==> src/rtl/regfile_arb_pkg.sv <==
// Shared definitions for the register-file write arbiter.
// Contents: default address/data widths, the holding-slot record type,
// slot indices (ALU writeback = 0, memory/load writeback = 1) and an
// occupancy helper used for the pending-slot count.
package regfile_arb_pkg;

  localparam int unsigned DEF_ADDR_W = 5;
  localparam int unsigned DEF_DATA_W = 32;

  localparam int unsigned SLOT_ALU = 0;
  localparam int unsigned SLOT_MEM = 1;

  typedef struct packed {
    logic                  full;
    logic [DEF_ADDR_W-1:0] addr;
    logic [DEF_DATA_W-1:0] data;
  } slot_t;

  function automatic logic [1:0] occupancy(input logic [1:0] full);
    return {1'b0, full[0]} + {1'b0, full[1]};
  endfunction

endpackage

==> src/rtl/wb_slot.sv <==
// One-entry writeback holding register.
// Ports:
//   clk, rst_n          clock, asynchronous active-low reset
//   fill                accept fill_addr/fill_data this edge
//   drain               entry is being retired this edge
//   fill_addr/fill_data incoming write
//   full/addr/data      current entry
// A fill on the same edge as a drain wins, so the slot drains and refills
// without a bubble.
module wb_slot #(
  parameter int unsigned ADDR_W = 5,
  parameter int unsigned DATA_W = 32
) (
  input  logic              clk,
  input  logic              rst_n,
  input  logic              fill,
  input  logic              drain,
  input  logic [ADDR_W-1:0] fill_addr,
  input  logic [DATA_W-1:0] fill_data,
  output logic              full,
  output logic [ADDR_W-1:0] addr,
  output logic [DATA_W-1:0] data
);

  always_ff @(posedge clk or negedge rst_n) begin
    if (!rst_n) begin
      full <= 1'b0;
      addr <= '0;
      data <= '0;
    end else if (fill) begin
      full <= 1'b1;
      addr <= fill_addr;
      data <= fill_data;
    end else if (drain) begin
      full <= 1'b0;
    end
  end

endmodule

==> src/rtl/regfile_write_arbiter.sv <==
// Shares the single register-file write port between ALU writeback (req0)
// and load/memory writeback (req1). Each requester has a one-entry holding
// slot; the oldest full slot is retired first, with round-robin between
// slots filled on the same edge. The write port is registered.
// Ports:
//   clk, rst_n                         clock, asynchronous active-low reset
//   req0Valid/Addr/Data, req0Ready     ALU writeback handshake
//   req1Valid/Addr/Data, req1Ready     memory writeback handshake
//   writeEn/writeAddr/writeData        registered register-file write port
//   pendCount                          occupied slots (0..2), registered
// Optional (macro RFARB_BYPASS_EN):
//   readAddr1/2, rfData1/2 in; readData1/2 out -- forwarding of pending
//   writes onto two register-file read ports.
// Parameter DROP_ZERO: writes to address 0 retire without raising writeEn.
module regfile_write_arbiter
  import regfile_arb_pkg::*;
#(
  parameter int unsigned DATA_W    = DEF_DATA_W,
  parameter int unsigned ADDR_W    = DEF_ADDR_W,
  parameter bit          DROP_ZERO = 1'b1
) (
  input  logic              clk,
  input  logic              rst_n,
  input  logic              req0Valid,
  input  logic [ADDR_W-1:0] req0Addr,
  input  logic [DATA_W-1:0] req0Data,
  output logic              req0Ready,
  input  logic              req1Valid,
  input  logic [ADDR_W-1:0] req1Addr,
  input  logic [DATA_W-1:0] req1Data,
  output logic              req1Ready,
`ifdef RFARB_BYPASS_EN
  input  logic [ADDR_W-1:0] readAddr1,
  input  logic [ADDR_W-1:0] readAddr2,
  input  logic [DATA_W-1:0] rfData1,
  input  logic [DATA_W-1:0] rfData2,
  output logic [DATA_W-1:0] readData1,
  output logic [DATA_W-1:0] readData2,
`endif
  output logic              writeEn,
  output logic [ADDR_W-1:0] writeAddr,
  output logic [DATA_W-1:0] writeData,
  output logic [1:0]        pendCount
);

  logic [1:0]             full;
  logic [1:0]             fill;
  logic [1:0]             grant;
  logic [1:0]             nxt_full;
  logic [1:0][ADDR_W-1:0] slot_addr;
  logic [1:0][DATA_W-1:0] slot_data;

  // age_valid: both slots full and filled on different edges; age_old then
  // names the slot that was filled first.
  logic                   age_valid;
  logic                   age_old;
  logic                   rr_ptr;
  logic                   use_rr;

  logic                   sel;
  logic [ADDR_W-1:0]      win_addr;
  logic [DATA_W-1:0]      win_data;

  wb_slot #(
    .ADDR_W(ADDR_W),
    .DATA_W(DATA_W)
  ) u_slot_alu (
    .clk      (clk),
    .rst_n    (rst_n),
    .fill     (fill[SLOT_ALU]),
    .drain    (grant[SLOT_ALU]),
    .fill_addr(req0Addr),
    .fill_data(req0Data),
    .full     (full[SLOT_ALU]),
    .addr     (slot_addr[SLOT_ALU]),
    .data     (slot_data[SLOT_ALU])
  );

  wb_slot #(
    .ADDR_W(ADDR_W),
    .DATA_W(DATA_W)
  ) u_slot_mem (
    .clk      (clk),
    .rst_n    (rst_n),
    .fill     (fill[SLOT_MEM]),
    .drain    (grant[SLOT_MEM]),
    .fill_addr(req1Addr),
    .fill_data(req1Data),
    .full     (full[SLOT_MEM]),
    .addr     (slot_addr[SLOT_MEM]),
    .data     (slot_data[SLOT_MEM])
  );

  // Grant depends on slot state only, so ready never loops back through
  // the requesters' valid.
  always_comb begin
    grant  = '0;
    use_rr = 1'b0;
    if (full == 2'b11) begin
      if (age_valid) begin
        grant[age_old] = 1'b1;
      end else if (slot_addr[SLOT_ALU] == slot_addr[SLOT_MEM]) begin
        // Same-edge fill to one register: ALU first so the load value lands last.
        grant[SLOT_ALU] = 1'b1;
      end else begin
        grant[rr_ptr] = 1'b1;
        use_rr        = 1'b1;
      end
    end else begin
      grant = full;
    end
  end

  assign req0Ready = !full[SLOT_ALU] || grant[SLOT_ALU];
  assign req1Ready = !full[SLOT_MEM] || grant[SLOT_MEM];

  assign fill[SLOT_ALU] = req0Valid && req0Ready;
  assign fill[SLOT_MEM] = req1Valid && req1Ready;

  assign nxt_full = fill | (full & ~grant);

  assign sel      = grant[SLOT_MEM];
  assign win_addr = sel ? slot_addr[SLOT_MEM] : slot_addr[SLOT_ALU];
  assign win_data = sel ? slot_data[SLOT_MEM] : slot_data[SLOT_ALU];

  always_ff @(posedge clk or negedge rst_n) begin
    if (!rst_n) begin
      age_valid <= 1'b0;
      age_old   <= 1'b0;
      rr_ptr    <= 1'b0;
      writeEn   <= 1'b0;
      writeAddr <= '0;
      writeData <= '0;
      pendCount <= '0;
    end else begin
      pendCount <= occupancy(nxt_full);

      if (use_rr) begin
        rr_ptr <= ~rr_ptr;
      end

      // Both full afterwards with exactly one fresh fill: the slot that
      // stayed is older. Both fresh: fall back to round-robin. Neither
      // fresh: ordering unchanged.
      if (nxt_full == 2'b11) begin
        if (fill == 2'b11) begin
          age_valid <= 1'b0;
        end else if (fill[SLOT_ALU]) begin
          age_valid <= 1'b1;
          age_old   <= 1'b1;
        end else if (fill[SLOT_MEM]) begin
          age_valid <= 1'b1;
          age_old   <= 1'b0;
        end
      end else begin
        age_valid <= 1'b0;
      end

      if (grant != '0) begin
        writeAddr <= win_addr;
        writeData <= win_data;
        writeEn   <= !(DROP_ZERO && (win_addr == '0));
      end else begin
        writeEn <= 1'b0;
      end
    end
  end

`ifdef RFARB_BYPASS_EN
  logic                   young;
  logic                   old;
  logic [1:0][ADDR_W-1:0] rd_addr;
  logic [1:0][DATA_W-1:0] rf_data;
  logic [1:0][DATA_W-1:0] rd_data;

  // With no age ordering the slots were filled together; the memory slot
  // retires last, so it is treated as the younger value.
  assign young = age_valid ? ~age_old : 1'b1;
  assign old   = ~young;

  assign rd_addr   = {readAddr2, readAddr1};
  assign rf_data   = {rfData2, rfData1};
  assign readData1 = rd_data[0];
  assign readData2 = rd_data[1];

  always_comb begin
    rd_data = rf_data;
    for (int unsigned p = 0; p < 2; p++) begin
      if (rd_addr[p] != '0) begin
        if (full[young] && (slot_addr[young] == rd_addr[p])) begin
          rd_data[p] = slot_data[young];
        end else if (full[old] && (slot_addr[old] == rd_addr[p])) begin
          rd_data[p] = slot_data[old];
        end else if (writeEn && (writeAddr == rd_addr[p])) begin
          rd_data[p] = writeData;
        end
      end
    end
  end
`endif

endmodule

==> config.mk <==
export PLATFORM = sky130hd
export DESIGN_NAME = regfile_write_arbiter
export DESIGN_NICKNAME = d
export VERILOG_FILES = /design/src/rtl/regfile_arb_pkg.sv /design/src/rtl/wb_slot.sv /design/src/rtl/regfile_write_arbiter.sv
export SDC_FILE = /design/constraint.sdc
export NUM_CORES = 1
export LEC_CHECK = 0
export ABC_AREA = 1
export CAP_MARGIN = 15
export CORE_MARGIN = 4
export CORE_UTILIZATION = 39
export CTS_CLUSTER_DIAMETER = 200
export DETAILED_ROUTE_END_ITERATION = 6
export PLACE_DENSITY_LB_ADDON = 0.08
export SYNTH_ARGS = -nofsm -noshare
export SYNTH_HDL_FRONTEND = slang
export SYNTH_HIERARCHICAL = 1
export SYNTH_SLANG_ARGS = --single-unit
==> constraint.sdc <==
create_clock -name clk -period 2 [get_ports clk]
set_clock_uncertainty 0.15 [all_clocks]
set_input_delay 0.6 -clock clk [delete_from_list [all_inputs] [get_ports clk]]
set_output_delay 0.6 -clock clk [all_outputs]
set_load 0.005 [all_outputs]
==> impl_metrics.csv <==
group,metric,value,unit
setup_path,critPathMaxStageDelay,390,ps
clocking,clk_pin_slew,50,ps
finish,final_area,0.00745,mm²
sta,hold_violations,0,
synth,ys_types,24,
grt,grt_start_max_net_pins,56,
detailed_routing,drc,0,
placement,dp_slack,-279,ps
synth,yosysTopAreaCell,"dfrtp_1",
synth,syn-cell-area,0.00516,mm²
synth,netlist.area_leader.share,0.577,
setup_path,crit_start,"u_slot_mem/addr[4]",
synth,synth.most_common_cell,"nand2_1",
detailed_routing,drt-wirelength-per-cell,14.5,µm
flow_run,maxCapViolations,0,
floorplanning,die_area,0.0151,mm²
setup_path,cp.required,1250,ps
synth,ys_ff_latch,119,
synth,synth.area.top_cells,"dfrtp_1 (58%), nand2_1 (21%), nor2_1 (5.1%)",
synth,yosys_warnings,6,
grt,globalRouteOverflowTotal,0,
grt,grt_usage,0.187,
setup_path,path_max_fanout,3,
sta,worst_hold_slack,319,ps
power_and_ir_drop,leakagePower,3.74,nW
setup_path,r2r-end,"age_valid",
finish,areaGrowthSynthToFinish,44.3,%
floorplanning,initial_core_util,0.404,
sta,slew_viol_final,0,
finish,final_util,0.583,
finish,drive_gt1_frac,0.155,
grt,antenna_found_initial,0,
synth,syn_avg_cell_area,8.75,µm²
synth,async_reset_ff_frac,1.00,
synth,synth-edff-count,0,
setup_path,cp_cell_sequence,"inv_2 -> nand2_1 -> nand2_1 -> nor2_2 -> nand3_2 -> nand2_2 -> nand2_4 -> buf_6 -> buf_6",
run_status,violations,"setup timing",
synth,yosys-top-cells-count,"nand2_1 (293), dfrtp_1 (119), nor2_1 (70)",
placement,gp_congestion,0.792,
floorplanning,fp.dieW,123,µm
finish,fillers,1167,
sta,worst_slew_pin_slew,397,ps
placement,port_buffers,119,
power_and_ir_drop,power,12.8,mW
grt,grt_pass1_wl,21600,µm
setup_path,worst_setup_path_start_kind,"register",
sta,setup_viol,2,
setup_path,r2r_cells,14,
grt,first_global_vias,4280,
sta,max_freq,434,MHz
min_path,hp-class,"register to register",
floorplanning,io_pins,120,
detailed_routing,vias_per_cell,4.65,
clocking,worstSkewPairLatency,410,ps
clocking,cts_buffer_depth,2,
setup_path,crit_end,"req1Ready",
setup_path,r2r_slack,70,ps
clocking,cts_root_buffer,"clkbuf_16",
sta,relSlewSlack,0.735,
clocking,cts.sinks,119,
sta,fin_crit_sh,1.15,
power_and_ir_drop,powerDensity,1710,mW/mm²
detailed_routing,num_vias,4337,
setup_path,cpMaxStageDelayCell,"dfrtp_1",
setup_path,reg2reg_from,"u_slot_mem/addr[4]",
finish,num_antenna_cells,0,
run_status,outcome,"finished, violations left",
synth,ys.flop_type,"dfrtp_1",
setup_path,cp.arrival,1560,ps
placement,place_hpwl,9060,µm
floorplanning,rows,41,
clocking,cts_tree,"built",
detailed_routing,drt-total-wl,13500,µm
power_and_ir_drop,ir_worst_vdd,0.000879,V
placement,place_area,0.00669,mm²
setup_path,critPathKind,"register to primary output",
synth,synth_nets,669,
detailed_routing,drt_iter0_markers,298,
floorplanning,die_height,123,µm
synth,synth-seq-area-share,0.577,
sta,min_period,2310,ps
detailed_routing,ant_nets,0,
detailed_routing,first_pass_iters,5,
setup_path,critPathCaptureType,"primary output",
synth,synth_cells,590,
finish,fin_nets,828,
clocking,cts-htree-levels,4,
sta,grt_setup_unrepaired,"true",
sta,worst_slack,-306,ps
clocking,cts_buffers,17,
floorplanning,coreArea,0.0128,mm²
## state kept, by name, summed over array words and instances, names as in the netlist
name	cells
age_old	1
rr_ptr	1
age_valid	1
writeData	32
writeEn	1
u_slot_mem/data	32
u_slot_mem/addr	5
u_slot_mem/full	1
u_slot_alu/addr	5
pendCount	2
u_slot_alu/full	1
u_slot_alu/data	32
writeAddr	5
## area by class of cell
type,instances,area (µm²),share of cell area
sequential,119,2980,0.400
multi-input combinational,420,1910,0.257
timing repair buffer,170,1700,0.228
clock buffer,28,547,0.0734
tap,172,215,0.0289
inverter,21,91.3,0.0123
clock inverter,2,10.0,0.00134
## cell usage in the layout, fill, tap and decap left out, types with 2 or more instances in the layout
cell	instances
buf_4	33
nor2_2	4
nand3_1	5
clkbuf_8	8
inv_1	14
o31ai_2	10
inv_2	4
nand2_4	5
nand2_1	286
o21ai_0	5
inv_4	2
clkinv_2	2
nor2_1	65
o21ai_1	2
buf_12	10
clkbuf_1	3
nand2_2	5
dfrtp_1	119
clkdlybuf4s50_1	76
dlygate4sd2_1	39
buf_6	7
clkbuf_16	18
o31ai_1	22
o21ai_2	2
## what timing repair did
item / in CTS / in global routing
hold endpoints to repair: 21 / 0
gates resized for setup: 56 / 35
hold buffers: 1 / 0
buffers inserted: 9 / 5
cloned: 0 / 2
pin swaps: 6 / 8
endpoints found under the setup margin: 65 / 108
## worst min path at each step
stage	slack, ps	cells past startpoint	end	start
2_1_floorplan	150	0	age_old	rst_n
3_3_place_gp	300	2	u_slot_alu/data[8]	u_slot_alu/data[8]
3_5_place_dp	310	2	u_slot_alu/data[14]	u_slot_alu/data[14]
4_1_cts	320	2	u_slot_mem/data[4]	u_slot_mem/data[4]
5_1_grt	330	2	u_slot_mem/data[5]	u_slot_mem/data[5]
6_report	320	2	u_slot_alu/data[17]	u_slot_alu/data[17]
## metal layers
layer | share of wire | up-vias | GRT usage
li1 | - | 2154 | -
met1 | 0.46 | 2054 | 0.251
met2 | 0.47 | 120 | 0.290
met3 | 0.061 | 9 | 0.0640
met4 | 0.010 | 0 | 0.0491
met5 | 0 | - | 0
## critical path: cells and delay by family, from the launching register on
| family | cells | cell delay (ps) |
|---|---|---|
| simple gates | 6 | 490 |
| flops | 1 | 390 |
| buf+inv | 3 | 260 |
## where the power goes
| group | switching (mW) | total [mW] | internal, mW |
|---|---|---|---|
| clock | 0.988 | 2.82 | 1.83 |
| sequential | 0.678 | 4.32 | 3.64 |
| combinational | 2.99 | 5.64 | 2.65 |
| total | 4.65 | 12.8 | 8.12 |
## cell families (layout without fill, tap and decap cells)
| family | Yosys count | count (layout) | synth area share |
|---|---|---|---|
| XOR/XNOR | 2 | 2 | 0.00339 |
| flip-flops | 119 | 119 | 0.577 |
| buffers and inverters | 52 | 221 | 0.0703 |
| adder cells (fa/ha/maj) | 1 | 1 | 0.00242 |
| AO/OA/AOI/OAI | 43 | 43 | 0.0693 |
| AND/OR/NAND/NOR | 373 | 374 | 0.278 |
## through the flow
stage	instances	setup TNS, ps
6_report	932	-589
5_1_grt	932	-1230
4_1_cts	926	-579
3_5_place_dp	886	-3770
3_3_place_gp	886	-1010
2_1_floorplan	590	0
(Power assumes the default switching activity.)
